<file path="config.mk">
export PLATFORM = sky130hd
export DESIGN_NAME = redis_cache_obi_regif
export DESIGN_NICKNAME = d
export VERILOG_FILES = /design/src/rtl/redis_cache_pkg.sv /design/src/rtl/redis_cache_cmd_fsm.sv /design/src/rtl/redis_cache_obi_regif.sv
export SDC_FILE = /design/constraint.sdc
export NUM_CORES = 1
export LEC_CHECK = 0
export ABC_AREA = 1
export CAP_MARGIN = 0
export CELL_PAD_IN_SITES_DETAIL_PLACEMENT = 1
export CELL_PAD_IN_SITES_GLOBAL_PLACEMENT = 1
export CORE_ASPECT_RATIO = 1.5
export CORE_MARGIN = 1
export CORE_UTILIZATION = 30
export CTS_BUF_LIST = sky130_fd_sc_hd__clkbuf_4 sky130_fd_sc_hd__clkbuf_8
export CTS_CLUSTER_SIZE = 8
export DETAILED_ROUTE_END_ITERATION = 16
export GPL_ROUTABILITY_DRIVEN = 0
export PLACE_DENSITY_LB_ADDON = 0.1
export SLEW_MARGIN = 15
export SYNTH_ARGS = -nofsm -noshare
export SYNTH_HDL_FRONTEND = slang
export SYNTH_SLANG_ARGS = --single-unit
</file>
<file path="constraint.sdc">
create_clock -name clk_i -period 1.7 [get_ports clk_i]
set_clock_uncertainty 0.2 [all_clocks]
set_input_delay 0.255 -clock clk_i [delete_from_list [all_inputs] [get_ports clk_i]]
set_output_delay 0.255 -clock clk_i [all_outputs]
set_load 0.005 [all_outputs]
</file>
<file path="src/rtl/redis_cache_pkg.sv">
// -----------------------------------------------------------------------------
// redis_cache_pkg
// Shared types and constants for the RedisCache OBI register front-end.
//   cache_op_e     : command opcodes sent to the cache core
//   regif_state_e  : command FSM states
//   *Offset        : register offsets inside the 4 KiB window (addr[11:0])
//   Status*Bit     : bit positions inside the STATUS register
//   sbr_obi_*      : default OBI subordinate request/response structs
//                    (same layout as the croc subordinate OBI bus)
// -----------------------------------------------------------------------------
package redis_cache_pkg;

  typedef enum logic [1:0] {
    NOP = 2'd0,
    GET = 2'd1,
    PUT = 2'd2,
    DEL = 2'd3
  } cache_op_e;

  typedef enum logic [1:0] {
    IDLE  = 2'd0,
    ISSUE = 2'd1,
    WAIT  = 2'd2
  } regif_state_e;

  localparam logic [11:0] CtrlOffset     = 12'h000;
  localparam logic [11:0] StatusOffset   = 12'h004;
  localparam logic [11:0] KeyOffset      = 12'h008;
  localparam logic [11:0] ValueInOffset  = 12'h00C;
  localparam logic [11:0] ValueOutOffset = 12'h010;

  localparam int unsigned StatusBusyBit    = 0;
  localparam int unsigned StatusHitBit     = 1;
  localparam int unsigned StatusErrBusyBit = 2;
  localparam int unsigned StatusTimeoutBit = 3;

  localparam int unsigned ObiAddrWidth = 32;
  localparam int unsigned ObiDataWidth = 32;
  localparam int unsigned ObiIdWidth   = 2;

  typedef struct packed {
    logic [ObiAddrWidth-1:0]   addr;
    logic                      we;
    logic [ObiDataWidth/8-1:0] be;
    logic [ObiDataWidth-1:0]   wdata;
    logic [ObiIdWidth-1:0]     aid;
  } sbr_obi_a_chan_t;

  typedef struct packed {
    sbr_obi_a_chan_t a;
    logic            req;
  } sbr_obi_req_t;

  typedef struct packed {
    logic [ObiDataWidth-1:0] rdata;
    logic [ObiIdWidth-1:0]   rid;
    logic                    err;
  } sbr_obi_r_chan_t;

  typedef struct packed {
    sbr_obi_r_chan_t r;
    logic            gnt;
    logic            rvalid;
  } sbr_obi_rsp_t;

endpackage

</file>
<file path="src/rtl/redis_cache_cmd_fsm.sv">
// -----------------------------------------------------------------------------
// redis_cache_cmd_fsm
// Single-outstanding command sequencer towards the cache core.
// IDLE -> ISSUE (valid/ready handshake) -> WAIT (response or timeout) -> IDLE.
// Ports:
//   clk_i, rst_ni          : clock, asynchronous active-low reset
//   start, start_op        : CTRL write with a non-zero op this cycle
//   key, value             : current KEY / VALUE_IN registers (copied on start)
//   cmd_valid/ready/op/key/value : command channel to the core
//   rsp_valid/hit          : core response strobe and hit flag
//   busy                   : FSM not IDLE
//   hit, err_busy, timeout : STATUS flags
//   value_out_load         : load VALUE_OUT from the core response this cycle
// -----------------------------------------------------------------------------
module redis_cache_cmd_fsm
  import redis_cache_pkg::*;
#(
  parameter int unsigned KeyWidth      = 32,
  parameter int unsigned ValueWidth    = 32,
  parameter int unsigned TimeoutCycles = 256
) (
  input  logic                  clk_i,
  input  logic                  rst_ni,
  input  logic                  start,
  input  cache_op_e             start_op,
  input  logic [KeyWidth-1:0]   key,
  input  logic [ValueWidth-1:0] value,
  output logic                  cmd_valid,
  input  logic                  cmd_ready,
  output logic [1:0]            cmd_op,
  output logic [KeyWidth-1:0]   cmd_key,
  output logic [ValueWidth-1:0] cmd_value,
  input  logic                  rsp_valid,
  input  logic                  rsp_hit,
  output logic                  busy,
  output logic                  hit,
  output logic                  err_busy,
  output logic                  timeout,
  output logic                  value_out_load
);

  localparam int unsigned CntWidth = (TimeoutCycles <= 2) ? 1 : $clog2(TimeoutCycles);
  localparam logic [CntWidth-1:0] CntLoad = CntWidth'(TimeoutCycles - 1);

  regif_state_e          state_reg, state_next;
  cache_op_e             op_reg, op_next;
  logic [KeyWidth-1:0]   key_reg, key_next;
  logic [ValueWidth-1:0] value_reg, value_next;
  logic [CntWidth-1:0]   cnt_reg, cnt_next;
  logic                  hit_reg, hit_next;
  logic                  err_busy_reg, err_busy_next;
  logic                  timeout_reg, timeout_next;

  always_ff @(posedge clk_i or negedge rst_ni) begin
    if (!rst_ni) begin
      state_reg    <= IDLE;
      op_reg       <= NOP;
      key_reg      <= '0;
      value_reg    <= '0;
      cnt_reg      <= '0;
      hit_reg      <= 1'b0;
      err_busy_reg <= 1'b0;
      timeout_reg  <= 1'b0;
    end else begin
      state_reg    <= state_next;
      op_reg       <= op_next;
      key_reg      <= key_next;
      value_reg    <= value_next;
      cnt_reg      <= cnt_next;
      hit_reg      <= hit_next;
      err_busy_reg <= err_busy_next;
      timeout_reg  <= timeout_next;
    end
  end

  always_comb begin
    state_next     = state_reg;
    op_next        = op_reg;
    key_next       = key_reg;
    value_next     = value_reg;
    cnt_next       = cnt_reg;
    hit_next       = hit_reg;
    err_busy_next  = err_busy_reg;
    timeout_next   = timeout_reg;
    value_out_load = 1'b0;

    case (state_reg)
      IDLE: begin
        if (start) begin
          // Snapshot op/key/value so later register writes cannot disturb
          // the command while it is in flight.
          op_next       = start_op;
          key_next      = key;
          value_next    = value;
          hit_next      = 1'b0;
          err_busy_next = 1'b0;
          timeout_next  = 1'b0;
          state_next    = ISSUE;
        end
      end
      ISSUE: begin
        if (start) err_busy_next = 1'b1;
        if (cmd_ready) begin
          cnt_next   = CntLoad;
          state_next = WAIT;
        end
      end
      WAIT: begin
        if (start) err_busy_next = 1'b1;
        // A response in the last counted cycle still wins over the timeout.
        if (rsp_valid) begin
          hit_next       = rsp_hit;
          value_out_load = (op_reg == GET) && rsp_hit;
          state_next     = IDLE;
        end else if (cnt_reg == '0) begin
          timeout_next = 1'b1;
          state_next   = IDLE;
        end else begin
          cnt_next = cnt_reg - 1'b1;
        end
      end
      default: state_next = IDLE;
    endcase
  end

  assign cmd_valid = (state_reg == ISSUE);
  assign cmd_op    = op_reg;
  assign cmd_key   = key_reg;
  assign cmd_value = value_reg;
  assign busy      = (state_reg != IDLE);
  assign hit       = hit_reg;
  assign err_busy  = err_busy_reg;
  assign timeout   = timeout_reg;

endmodule

</file>
<file path="src/rtl/redis_cache_obi_regif.sv">
// -----------------------------------------------------------------------------
// redis_cache_obi_regif
// OBI subordinate register front-end for the RedisCache core.
// Registers (offset = addr[11:0], word aligned):
//   0x00 CTRL (W, RAZ)  0x04 STATUS (R)  0x08 KEY (RW)
//   0x0C VALUE_IN (RW)  0x10 VALUE_OUT (R)   others: read 0, err=1
// Ports:
//   clk_i, rst_ni       : clock, asynchronous active-low reset
//   obi_req_i/obi_rsp_o : OBI subordinate port (gnt=1, rvalid one cycle later)
//   cmd_*               : single command to the cache core
//   rsp_*               : single-cycle response from the cache core
//   busy_o              : command in progress
// -----------------------------------------------------------------------------
module redis_cache_obi_regif
  import redis_cache_pkg::*;
#(
  parameter int unsigned KeyWidth      = 32,
  parameter int unsigned ValueWidth    = 32,
  parameter int unsigned TimeoutCycles = 256,
  parameter type         obi_req_t     = sbr_obi_req_t,
  parameter type         obi_rsp_t     = sbr_obi_rsp_t
) (
  input  logic                  clk_i,
  input  logic                  rst_ni,
  input  obi_req_t              obi_req_i,
  output obi_rsp_t              obi_rsp_o,
  output logic                  cmd_valid_o,
  input  logic                  cmd_ready_i,
  output logic [1:0]            cmd_op_o,
  output logic [KeyWidth-1:0]   cmd_key_o,
  output logic [ValueWidth-1:0] cmd_value_o,
  input  logic                  rsp_valid_i,
  input  logic                  rsp_hit_i,
  input  logic [ValueWidth-1:0] rsp_value_i,
  output logic                  busy_o
);

  logic [9:0]  word;
  logic        is_ctrl, is_status, is_key, is_value_in, is_value_out, is_mapped;
  logic        wr;
  logic [31:0] be_mask;
  logic        start;
  logic        hit, err_busy, timeout, busy;
  logic        value_out_load;
  logic [31:0] status_word;
  logic [31:0] rdata_next;
  logic        err_next;

  logic [KeyWidth-1:0]   key_reg, key_next;
  logic [ValueWidth-1:0] value_in_reg, value_in_next;
  logic [ValueWidth-1:0] value_out_reg, value_out_next;
  obi_rsp_t              rsp_reg;

  logic unused_addr_bits;
  assign unused_addr_bits = ^{obi_req_i.a.addr[31:12], obi_req_i.a.addr[1:0]};

  // Decode on the word index; the byte lane bits do not select a register.
  assign word         = obi_req_i.a.addr[11:2];
  assign is_ctrl      = (word == CtrlOffset[11:2]);
  assign is_status    = (word == StatusOffset[11:2]);
  assign is_key       = (word == KeyOffset[11:2]);
  assign is_value_in  = (word == ValueInOffset[11:2]);
  assign is_value_out = (word == ValueOutOffset[11:2]);
  assign is_mapped    = is_ctrl | is_status | is_key | is_value_in | is_value_out;

  assign wr = obi_req_i.req & obi_req_i.a.we;

  for (genvar gi = 0; gi < 4; gi++) begin : g_be_mask
    assign be_mask[gi*8 +: 8] = {8{obi_req_i.a.be[gi]}};
  end

  // Only byte 0 carries the op field, so CTRL needs be[0].
  assign start = wr & is_ctrl & obi_req_i.a.be[0] & (obi_req_i.a.wdata[1:0] != 2'd0);

  always_comb begin
    key_next       = key_reg;
    value_in_next  = value_in_reg;
    value_out_next = value_out_reg;
    if (wr && is_key) begin
      key_next = KeyWidth'((32'(key_reg) & ~be_mask) | (obi_req_i.a.wdata & be_mask));
    end
    if (wr && is_value_in) begin
      value_in_next = ValueWidth'((32'(value_in_reg) & ~be_mask) | (obi_req_i.a.wdata & be_mask));
    end
    if (value_out_load) value_out_next = rsp_value_i;
  end

  always_comb begin
    status_word                   = '0;
    status_word[StatusBusyBit]    = busy;
    status_word[StatusHitBit]     = hit;
    status_word[StatusErrBusyBit] = err_busy;
    status_word[StatusTimeoutBit] = timeout;
  end

  // Read data is formed from pre-edge state, so a STATUS read that coincides
  // with an FSM transition reports the old state.
  always_comb begin
    rdata_next = '0;
    err_next   = 1'b0;
    if (obi_req_i.req) begin
      err_next = ~is_mapped;
      if (!obi_req_i.a.we) begin
        if (is_status)    rdata_next = status_word;
        if (is_key)       rdata_next = 32'(key_reg);
        if (is_value_in)  rdata_next = 32'(value_in_reg);
        if (is_value_out) rdata_next = 32'(value_out_reg);
      end
    end
  end

  always_ff @(posedge clk_i or negedge rst_ni) begin
    if (!rst_ni) begin
      key_reg       <= '0;
      value_in_reg  <= '0;
      value_out_reg <= '0;
      rsp_reg       <= '0;
    end else begin
      key_reg         <= key_next;
      value_in_reg    <= value_in_next;
      value_out_reg   <= value_out_next;
      rsp_reg.rvalid  <= obi_req_i.req;
      rsp_reg.r.rdata <= rdata_next;
      rsp_reg.r.err   <= err_next;
      rsp_reg.r.rid   <= obi_req_i.a.aid;
    end
  end

  always_comb begin
    obi_rsp_o     = rsp_reg;
    obi_rsp_o.gnt = 1'b1;
  end

  redis_cache_cmd_fsm #(
    .KeyWidth      (KeyWidth),
    .ValueWidth    (ValueWidth),
    .TimeoutCycles (TimeoutCycles)
  ) u_cmd_fsm (
    .clk_i          (clk_i),
    .rst_ni         (rst_ni),
    .start          (start),
    .start_op       (cache_op_e'(obi_req_i.a.wdata[1:0])),
    .key            (key_reg),
    .value          (value_in_reg),
    .cmd_valid      (cmd_valid_o),
    .cmd_ready      (cmd_ready_i),
    .cmd_op         (cmd_op_o),
    .cmd_key        (cmd_key_o),
    .cmd_value      (cmd_value_o),
    .rsp_valid      (rsp_valid_i),
    .rsp_hit        (rsp_hit_i),
    .busy           (busy),
    .hit            (hit),
    .err_busy       (err_busy),
    .timeout        (timeout),
    .value_out_load (value_out_load)
  );

  assign busy_o = busy;

endmodule

</file>
==> results_dict.tcl <==
set metrics [dict create \
    top_layer_used "met5" \
    p_int_w 0.00923 \
    synth-compound-area-share_pct 7.57 \
    cts_tree "built" \
    grt_remaining_overflow 0 \
    yosys.area_share.simple_pct 21.9 \
    die_width_um 145 \
    ios 214 \
    violations "negative setup slack" \
    regArea_um2 5280 \
    hold_path.class "input port to flip-flop" \
    finish.utilization_pct 48.9 \
    p_comb_share_pct 20.6 \
    path_cells "inv_2 > buf_6 > ha_4 > nand2_4 > nor2_4 > nand3_4 > buf_12 > buf_16 > mux2_4" \
    multi_input_area_um2 3780 \
    ys.warnings.count 0 \
    p_leak_nw 8.03 \
    synth.ff_latch_count 211 \
    fill_cells 3382 \
    stdcell_count 1796 \
    clock-sinks 211 \
    layout-drive-gt1-share_pct 31.9 \
    setup_viol 113 \
    swShare_pct 28.4 \
    dpl.hpwl_um 21600 \
    critical_path.slowest_cell "dfrtp_1" \
    yosysTopAreaCellShare_pct 57.5 \
    synth_xor_area_share_pct 0.381 \
    final_area_um2 14700 \
    fin_ws_ns -0.286 \
    h-tree-depth 2 \
    max-vdd-ir-drop_mv 0.440 \
    grt_pass1_wl_um 52300 \
    routed_wl_um 34200 \
    cp_num_buf_inv 4 \
    status "finished, violations left" \
    num_vias 8188 \
    first_global_vias 9052 \
    cts_buffers 37 \
    drtIter0Drc 262 \
    path_max_fanout 7 \
    numPortBuffers 190 \
    finalCriticalPeriod_ns 1.99 \
    crit_type "flip-flop to flip-flop" \
    firstDrtPassIters 6 \
    wl_met2_um 18900 \
    p_per_area_nw_per_um2 874 \
    crit_family "buffers and inverters" \
    syn_nets 1144 \
    core_area_um2 30200 \
    synth_mux_area_share_pct 3.92 \
    start_util_pct 30.5 \
    syn-cell-area_um2 9190 \
    die_y_um 216 \
    dpl.cell_count 1656 \
    yosysMostFrequentCell "nand2_1" \
    cp.arrival_ns 2.21 \
    met3_length_um 1530 \
    ys_seq_area_share_pct 57.5 \
    synthAdderAreaFrac_pct 0.545 \
    rows 78 \
    pwr-share-seq_pct 41.3 \
    grt_use_total_pct 22.7 \
    clock.fmax_mhz 503 \
    maxCapViolations 0 \
    synthTopCellsByCount "335 x nand2_1, 211 x dfrtp_1, 140 x inv_1" \
    final_max_slew_viol_count 0 \
    r2r_slack_ns -0.29 \
    m1WireLength_um 12900 \
    async_reset_ff_share_pct 100 \
    diodes 0 \
    synth_edf_count 0 \
    finalHoldViolCount 0 \
    rsz0062_at_grt "yes" \
    period_share_pct 117 \
    required_ns 1.92 \
    cts-root-buf "clkbuf_8" \
    area_growth_syn_to_layout_pct 60.5 \
    layout.nets 1486 \
    route.detailed.drc 0 \
    final_antenna_net_count 0 \
    clkLatencyLatePin_ns 0.55 \
    synth_top_family_by_area "simple AND/OR/NAND/NOR gates" \
    synthFlopType "dfrtp_1" \
    start_kind "flip-flop" \
    slowest_delay_ns 0.42 \
    via_per_inst 4.56 \
    synth_cells 1031 \
    die_area_um2 31300 \
    switchingPower_w 0.00366 \
    clk_path_buf_depth 3 \
    wire_per_inst_um 19.1 \
    synth.area.top_cells "dfrtp_1 57%, nand2_1 14%, inv_1 5.7%" \
    synth_cell_types 31 \
    post_dp_cell_area_um2 12200 \
    syn_avg_cell_area_um2 8.91 \
    clk_pin_slew_ns 0.06 \
    worstSetupEndpointType "flip-flop" \
    antenna_found_initial 1 \
    synth.largest_area_cell "dfrtp_1" \
    grt_max_degree 46 \
    power.share.clock_pct 38.1 \
]
power by group through the flow:
stage	sequential [W]	combinational (W)	clock, W
5_1_grt	0.00533	0.00291	0.00528
3_3_place_gp	0.00539	0.00178	0
2_1_floorplan	0.00537	0.000829	0
3_5_place_dp	0.00540	0.00183	0
6_report	0.00532	0.00266	0.00491
4_1_cts	0.00531	0.00237	0.00509
path summary, 6_finish.rpt:
check	endpoint	start	depth (start not counted)
min in group asynchronous	u_cmd_fsm.cmd_value[22]$_DFFE_PN0P_	rst_ni	3
min	flip-flop	obi_req_i[27]	3
max	value_out_reg[14]$_DFFE_PN0P_	u_cmd_fsm.state_reg[0]$_DFFE_PN0P_	9
max in group asynchronous	obi_rsp_o[9]$_DFF_PN0_	rst_ni	4
max reg2reg	value_out_reg[14]$_DFFE_PN0P_	u_cmd_fsm.state_reg[0]$_DFFE_PN0P_	9
min reg2reg	u_cmd_fsm.cmd_value[23]$_DFFE_PN0P_	u_cmd_fsm.cmd_value[23]$_DFFE_PN0P_	2
worst register-to-register path, delay by kind of cell, from the launching register on:
kind	cells	cell delay (ns)
and+or+nand+nor	3	0.27
buffers and inverters	4	0.54
DFF	1	0.42
adders and majority gates	1	0.15
muxes	1	0.29
stage by stage:
stage	power, W	setup TNS [ns]	setup slack, ns	hold slack (ns)
6_report	0.0129	-21.06	-0.286	0.0998
3_3_place_gp	0.00717	-88.90	-0.562	-0.0347
5_1_grt	0.0135	-28.52	-0.343	0.0868
4_1_cts	0.0128	-16.86	-0.294	0.0589
2_1_floorplan	0.00620	-0.0793	-0.00264	-0.241
3_5_place_dp	0.00722	-93.37	-0.572	-0.0345
layer usage:
metal	vias to the layer above	GRT usage, %
li1	3904	-
met1	4059	25.0
met2	171	42.7
met3	52	4.49
met4	2	6.84
met5	-	0
logic make-up (layout without fill, tap and decap cells):
| group | Yosys count | in the layout |
|---|---|---|
| adders and majority gates | 4 | 4 |
| buffers and inverters | 185 | 550 |
| muxes | 32 | 32 |
| DFF | 211 | 211 |
| xor gates and xnor gates | 4 | 4 |
| AOI/OAI and AO/OA | 120 | 120 |
| and+or+nand+nor | 474 | 474 |
| other | 1 | 1 |
placed cells by master (no fill, tap or decap), drive strengths merged:
master	synthesis	routed
nor3	4	4
dfrtp	211	211
nor2	41	41
dlygate4sd3	0	4
o21ai	119	119
clkinv	0	6
o22ai	1	1
bufinv	0	1
dlymetal6s2s	0	6
buf	30	150
dlygate4sd2	0	61
ha	4	4
conb	1	1
nand3	78	78
nand4	3	3
or2	4	4
inv	143	143
xnor2	1	1
mux2	32	32
nand2	344	344
clkdlybuf4s15	0	38
clkdlybuf4s50	0	79
xor2	3	3
clkbuf	12	62
what timing repair did:
item,4_1_cts,5_1_grt
gates resized for setup,256,169
cloned,21,2
setup buffers,38,22
endpoints found under the hold margin,213,0
endpoints found under the setup margin,214,187
pin swaps,18,22
hold buffers,4,0
cell type report:
class	instances	area share, %
clock buffers	56	4.72
clock inverters	6	0.373
inverters	143	3.82
multi-input cells	635	25.6
flip-flops and latches	211	35.8
well taps	400	3.40
repair buffers	344	26.0
repair inverters	1	0.204
(Power assumes the default switching activity.)
